## src/rtl/custom_bw_spram.sv

```systemverilog
// Byte-lane writable single-port RAM with a fully pipelined access path of P_READ_LATENCY cycles.
// Accepts one access every cycle and never stalls; out-of-range accesses return zero and raise addr_err.
module custom_bw_spram #(
  parameter int                    P_DATA_WIDTH   = 32,
  parameter int                    P_BYTE_WIDTH   = 8,
  parameter int                    P_DEPTH        = 64,
  parameter int                    P_ADDR_WIDTH   = 6,
  parameter int                    P_READ_LATENCY = 2,
  parameter int                    P_WRITE_MODE   = 0,
  parameter logic [P_DATA_WIDTH-1:0] P_RESET_VALUE = '0,
  localparam int                   NB             = P_DATA_WIDTH / P_BYTE_WIDTH
) (
  input  logic                    clka,
  input  logic                    rsta_n,
  input  logic                    ena,
  input  logic [NB-1:0]           wea,
  input  logic [P_ADDR_WIDTH-1:0] addra,
  input  logic [P_DATA_WIDTH-1:0] dina,
  output logic [P_DATA_WIDTH-1:0] douta,
  output logic                    douta_vld,
  output logic                    addr_err
);

  localparam int                  NS        = P_READ_LATENCY - 1;
  localparam logic [P_ADDR_WIDTH:0] DEPTH_LIM = (P_ADDR_WIDTH+1)'(P_DEPTH);

  logic [P_DATA_WIDTH-1:0] mem_q [P_DEPTH];

  logic                    in_range;
  logic                    is_wr;
  logic                    acc_vld;
  logic                    acc_err;
  logic [P_DATA_WIDTH-1:0] rd_word;
  logic [P_DATA_WIDTH-1:0] mrg_word;
  logic [P_DATA_WIDTH-1:0] acc_dat;

  logic                    res_vld;
  logic                    res_err;
  logic [P_DATA_WIDTH-1:0] res_dat;

  logic [P_DATA_WIDTH-1:0] douta_q, douta_d;
  logic                    douta_vld_q, douta_vld_d;
  logic                    addr_err_q, addr_err_d;

  // The array is read before the edge, so a read-first result is the pre-write word
  // and a write at edge N is visible to a read at edge N+1.
  always_comb begin
    in_range = ({1'b0, addra} < DEPTH_LIM);
    is_wr    = |wea;
    rd_word  = in_range ? mem_q[addra] : '0;
    mrg_word = rd_word;
    for (int b = 0; b < NB; b++) begin
      if (wea[b]) mrg_word[b*P_BYTE_WIDTH +: P_BYTE_WIDTH] = dina[b*P_BYTE_WIDTH +: P_BYTE_WIDTH];
    end
    acc_vld = ena & (~is_wr | (P_WRITE_MODE != 2));
    acc_err = ~in_range;
    if (!in_range)                      acc_dat = '0;
    else if (is_wr && P_WRITE_MODE == 1) acc_dat = mrg_word;
    else                                 acc_dat = rd_word;
  end

  always_ff @(posedge clka) begin
    if (ena && is_wr && in_range) begin
      for (int b = 0; b < NB; b++) begin
        if (wea[b]) mem_q[addra][b*P_BYTE_WIDTH +: P_BYTE_WIDTH] <= dina[b*P_BYTE_WIDTH +: P_BYTE_WIDTH];
      end
    end
  end

  if (NS == 0) begin : g_direct
    assign res_vld = acc_vld;
    assign res_err = acc_err;
    assign res_dat = acc_dat;
  end else begin : g_pipe
    logic [NS-1:0]           vld_q;
    logic [NS-1:0]           err_q;
    logic [P_DATA_WIDTH-1:0] dat_q [NS];

    always_ff @(posedge clka or negedge rsta_n) begin
      if (!rsta_n) begin
        vld_q <= '0;
        err_q <= '0;
        for (int i = 0; i < NS; i++) dat_q[i] <= '0;
      end else begin
        vld_q[0] <= acc_vld;
        err_q[0] <= acc_err;
        dat_q[0] <= acc_dat;
        for (int i = 1; i < NS; i++) begin
          vld_q[i] <= vld_q[i-1];
          err_q[i] <= err_q[i-1];
          dat_q[i] <= dat_q[i-1];
        end
      end
    end

    assign res_vld = vld_q[NS-1];
    assign res_err = err_q[NS-1];
    assign res_dat = dat_q[NS-1];
  end

  // douta only moves when a result lands; empty slots leave it holding.
  always_comb begin
    douta_d     = res_vld ? res_dat : douta_q;
    douta_vld_d = res_vld;
    addr_err_d  = res_vld & res_err;
  end

  always_ff @(posedge clka or negedge rsta_n) begin
    if (!rsta_n) begin
      douta_q     <= P_RESET_VALUE;
      douta_vld_q <= 1'b0;
      addr_err_q  <= 1'b0;
    end else begin
      douta_q     <= douta_d;
      douta_vld_q <= douta_vld_d;
      addr_err_q  <= addr_err_d;
    end
  end

  assign douta     = douta_q;
  assign douta_vld = douta_vld_q;
  assign addr_err  = addr_err_q;

endmodule

```

## config.mk

```make
export PLATFORM = sky130hd
export DESIGN_NAME = custom_bw_spram
export DESIGN_NICKNAME = d
export VERILOG_FILES = /design/src/rtl/custom_bw_spram.sv
export SDC_FILE = /design/constraint.sdc
export NUM_CORES = 2
export LEC_CHECK = 0
export CAP_MARGIN = 20
export CORE_UTILIZATION = 35
export CTS_BUF_LIST = sky130_fd_sc_hd__clkbuf_4 sky130_fd_sc_hd__clkbuf_8 sky130_fd_sc_hd__clkbuf_16
export CTS_CLUSTER_DIAMETER = 40
export DETAILED_ROUTE_END_ITERATION = 7
export GPL_TIMING_DRIVEN = 0
export SKIP_LAST_GASP = 1
export SLEW_MARGIN = 20
export SYNTH_ARGS = -nofsm -noshare
export SYNTH_HDL_FRONTEND = slang
export SYNTH_SLANG_ARGS = --single-unit
```

## constraint.sdc

```tcl
create_clock -name clka -period 4.4 [get_ports clka]
set_input_delay 0.66 -clock clka [delete_from_list [all_inputs] [get_ports clka]]
set_output_delay 0.66 -clock clka [all_outputs]
set_load 0.03 [all_outputs]
```

==> impl_summary.log <==
INFO  metric nets = roughly 5100
INFO  metric final-setup-viol-count = 825
INFO  metric placed_cells_incl_taps = around 7700
INFO  metric rows = roughly 180
INFO  metric combinationalPowerShare = 6.9%
INFO  metric route.vias.total = around 52000
INFO  metric timing.critical_path.slowest_stage_cell = clkbuf_1
INFO  metric antenna_violations_before_repair = 39
INFO  metric synthTopCellsByArea = edfxtp_1, a221oi_1, mux4_2, dfrtp_1, mux2_2
INFO  metric p_sw_share = between 20% and 30%
INFO  metric post_synth_num_cell_types = 58
INFO  metric max-clock-path-buffers = 4
INFO  metric ir_drop = approximately 0.42 mV
INFO  metric layoutNonFillerInstCount = approximately 8200
INFO  metric combinational_family_with_the_most_area_after_synthesis = compound AO/OA/AOI/OAI gates
INFO  metric cell_internal_pwr = ~37 mW
INFO  metric ant_nets = 0
INFO  metric synth_flop_cell = edfxtp_1
INFO  metric htreeDepth = 5
INFO  metric count_of_maximum_capacitance_violations = 0
INFO  metric cts.sinks = around 2100
INFO  metric unrepaired_setup_endpoints_after_global_routing = true
INFO  metric top_layer_used = met5
INFO  metric chipWidth = a little under 500 um
INFO  metric yosysWarnings = 0
INFO  metric timing.critical_path.max_delay_family = buffers and inverters
INFO  metric post_synth_instance_area = 80740 um2
INFO  metric area.growth.synth_to_final = 19.10%
INFO  metric final_layout_size_suffix_gt1_share = a little over a fifth
INFO  metric status = complete, but fails checks
INFO  metric cts_tree = done
INFO  metric path_max_fanout = 10
INFO  metric finalCoreUtilization = 42.11%
INFO  metric yosys.area.top_type = edfxtp_1
INFO  metric wl_per_cell = between 40 and 50 um
INFO  metric grt_pass1_wl = roughly 430000 um
INFO  metric power-per-cell-area = slightly above 500 nW/um2
INFO  metric dpl_worst_slack = -1.961 ns
INFO  metric groute.usage.overall = between 20 and 30%
INFO  metric grt-ovfl-total = 0
INFO  metric worstPathBufferInverterCount = 5
INFO  metric pwr-share-clk = approximately 47%
INFO  metric post_synthesis_share_of_cell_area_spent_on_and_or_nand_and_nor_gates = 3.714%
INFO  metric power.leakage = 30.38 nW
INFO  metric detail_route.first_pass.iterations = 8
INFO  metric number_of_filler_cells_placed_in_the_layout = slightly above 20000
INFO  metric synth_xor_area_share = 0%
INFO  metric report.power.total = between 40 and 50 mW
INFO  metric max_clock_freq = 207.0 MHz
INFO  metric critical_path.endpoint_type = flip-flop
INFO  metric hold_viol_final = 0
INFO  metric path_common_cell = clkbuf_1
INFO  metric fp.dieH = between 400 and 500 um
INFO  metric power_switching = 11.61 mW
INFO  metric adder_and_majority_cell_fraction_of_the_synthesized_area = 0%
INFO  metric detailedRoute.firstIterationViolations = 9342
INFO  metric worst_ep_arrival_time = about 5.4 ns
INFO  metric finClkSkew = 0.06093 ns
INFO  metric start_kind = primary input
INFO  metric relSlewSlack = around 8.4%
INFO  metric root_buffer = clkbuf_16
INFO  metric synth_area_per_cell = around 18 um2
INFO  metric initial_utilization = ~35%
INFO  metric number_of_global_route_vias_before_repair = around 48000
INFO  metric io_buffer_count = 76
INFO  metric place.detailed.hpwl = roughly 240000 um
INFO  metric critical_path_max_stage_delay = 1.00 ns
INFO  metric floorplan.die_area = about 230000 um2
INFO  metric path_type_of_the_worst_setup_path = primary input to flip-flop
INFO  metric detail_route.wirelength = 334000 um
INFO  metric layout_worst_path_cycle_share = 109.8%
INFO  metric worst_slack = -0.4300 ns
INFO  metric routed_via_count_divided_by_cell_count = approximately 6.3
INFO  metric drc = 6
INFO  metric compound_cell_area_share_of_the_yosys_netlist = around a tenth
INFO  metric synth_top_area_share = between 70 and 80%
INFO  metric timing.hold.ws = ~0.059 ns
INFO  metric clk_latency = a little over 0.9 ns
INFO  metric post-route-min-period = 4.830 ns
INFO  metric synth.mux.area_fraction = about 6.6%
INFO  metric core = ~230000 um2
INFO  metric route.met3.wl = about 48000 um
INFO  metric final-max-slew-violation-count = 0
INFO  metric wl_met2 = between 100000 and 150000 um
INFO  metric tns = -133.07 ns
INFO  metric synth_fp_nets = approximately 4600
INFO  metric routabilityCongestion = approximately 1.1
INFO  metric synth-seq-area-share = roughly four fifths
INFO  metric total_clock_buffers_created_by_cts = approximately 280
INFO  metric critPathRequiredTime = 4.95 ns
INFO  metric post_dp_cell_area = between 80000 and 90000 um2
INFO  metric largest_net_degree_at_the_start_of_global_routing = 65
INFO  metric crit_path_cell_trace = clkdlybuf4s50_1 -> clkbuf_1 -> nand2_1 -> or2_2 -> clkbuf_1 -> clkbuf_1 -> buf_1 -> nor2_1
INFO  metric io_pins = approximately 80
INFO  metric final_design_area_no_fill = around 96000 um2
INFO  metric synth_seq_cells = about 2100
INFO  metric synth_enable_flop_cells = 2048
INFO  metric asyncSetResetFlopFracSynth = 3.122%
INFO  metric timing_worst_slew_pin_value = 1.373 ns
INFO  metric met1Wirelength = ~120000 um
INFO  metric worstHoldPathType = primary input to flip-flop
INFO  metric violations = DRC, setup timing
INFO  metric synthCells = between 4000 and 5000
INFO  metric path_clk_slew = 0.06 ns
INFO  metric seqPwrFrac = a little under half
-- cell families after synthesis --
group	count (synthesis)
buffers and inverters	346
AND/OR/NAND/NOR	684
multiplexers	392
other	1
flip-flops	2114
AO/OA/AOI/OAI	1054
-- power groups by stage --
stage / registers [mW] / logic [mW] / clock network, mW
after global placement: 22.8 / 3.03 / 0
after detailed placement: 22.7 / 3.15 / 0
after floorplan: 22.8 / 1.12 / 0
after CTS: 22.3 / 3.16 / 22.9
after global routing: 22.3 / 3.33 / 23.7
final: 22.3 / 3.36 / 23.0
-- synth_stat cells, drive strengths merged, types with 16 or more instances --
cell type / count
clkbuf: 203
a22o: 68
nand2: 123
mux2: 149
mux4: 100
a21oi: 164
o221ai: 21
a222oi: 28
nand4: 16
a32oi: 16
dfrtp: 66
nor3: 77
buf: 140
or4: 28
a31oi: 16
o22ai: 77
a22oi: 199
edfxtp: 2048
nor2: 369
mux2i: 143
a221oi: 308
o21ai: 121
-- routing by layer --
metal	track usage [%]	vias to the layer above
met1	35.17	26844
met4	18.51	22
li1	-	19797
met3	11.54	1053
met5	0	-
met2	40.18	4329
-- flip-flops by register name (all words and copies together) (netlist names) --
| name | count |
|---|---|
| g_pipe.dat_q | 32 |
| douta_vld_d | 1 |
| douta_vld | 1 |
| douta | 32 |
| mem_q | 2048 |
-- layout by cell type (no fill, tap or decap), drive strengths merged, types with 6 or more instances in the layout --
master         instances
a21oi                164
a221oi               308
a222oi                28
a22o                  68
a22oi                199
a31oi                 16
a32oi                 16
and2                  11
buf                  229
bufinv                21
clkbuf               545
clkdlybuf4s50         42
clkinv                61
clkinvlp              26
dfrtp                 66
diode                 30
edfxtp              2048
inv                   38
mux2                 149
mux2i                143
mux4                 100
nand2                123
nand2b                15
nand3                 12
nand4                 16
nor2                 369
nor2b                  6
nor3                  77
nor4                  13
o211ai                15
o21ai                121
o221ai                21
o22ai                 77
or4                   28
-- layout make-up --
class	instances	area [um2]	area share, %
flip-flops and latches	2114	63150	65.67
multi-input cells	2131	16500	17.16
clock buffers	345	7799	8.109
well taps	3009	3765	3.915
repair buffers	135	1754	1.824
plain buffers	339	1582	1.645
clock inverters	143	1531	1.592
diodes	30	75.07	0.07806
inverters	3	11.26	0.01171
-- final timing paths --
kind                                        start                          to  slack (ns)  cells after the start
hold reg to reg             douta_vld_d$_DFF_PN0_         douta_vld$_DFF_PN0_        0.38                      0
setup reg to reg           mem_q[54][8]$_DFFE_PP_   g_pipe.dat_q[8]$_DFF_PN0_        1.04                      4
setup / recovery                         addra[3]     mem_q[29][21]$_DFFE_PP_       -0.43                      8
min in group asynchronous                  rsta_n        douta[1]$_DFFE_PN0P_        0.16                      2
max in group asynchronous                  rsta_n  g_pipe.dat_q[18]$_DFF_PN0_        3.72                      3
hold / removal                            dina[1]      mem_q[34][1]$_DFFE_PP_        0.06                      1
-- timing repair --
action,in CTS,in global routing
hold buffers,1,0
resized for setup,83,42
hold endpoints to repair,66,0
endpoints found under the setup margin,920,218
setup buffers,2,0
pin swaps,5,5
Note: power is estimated with default switching activity, not from simulation.
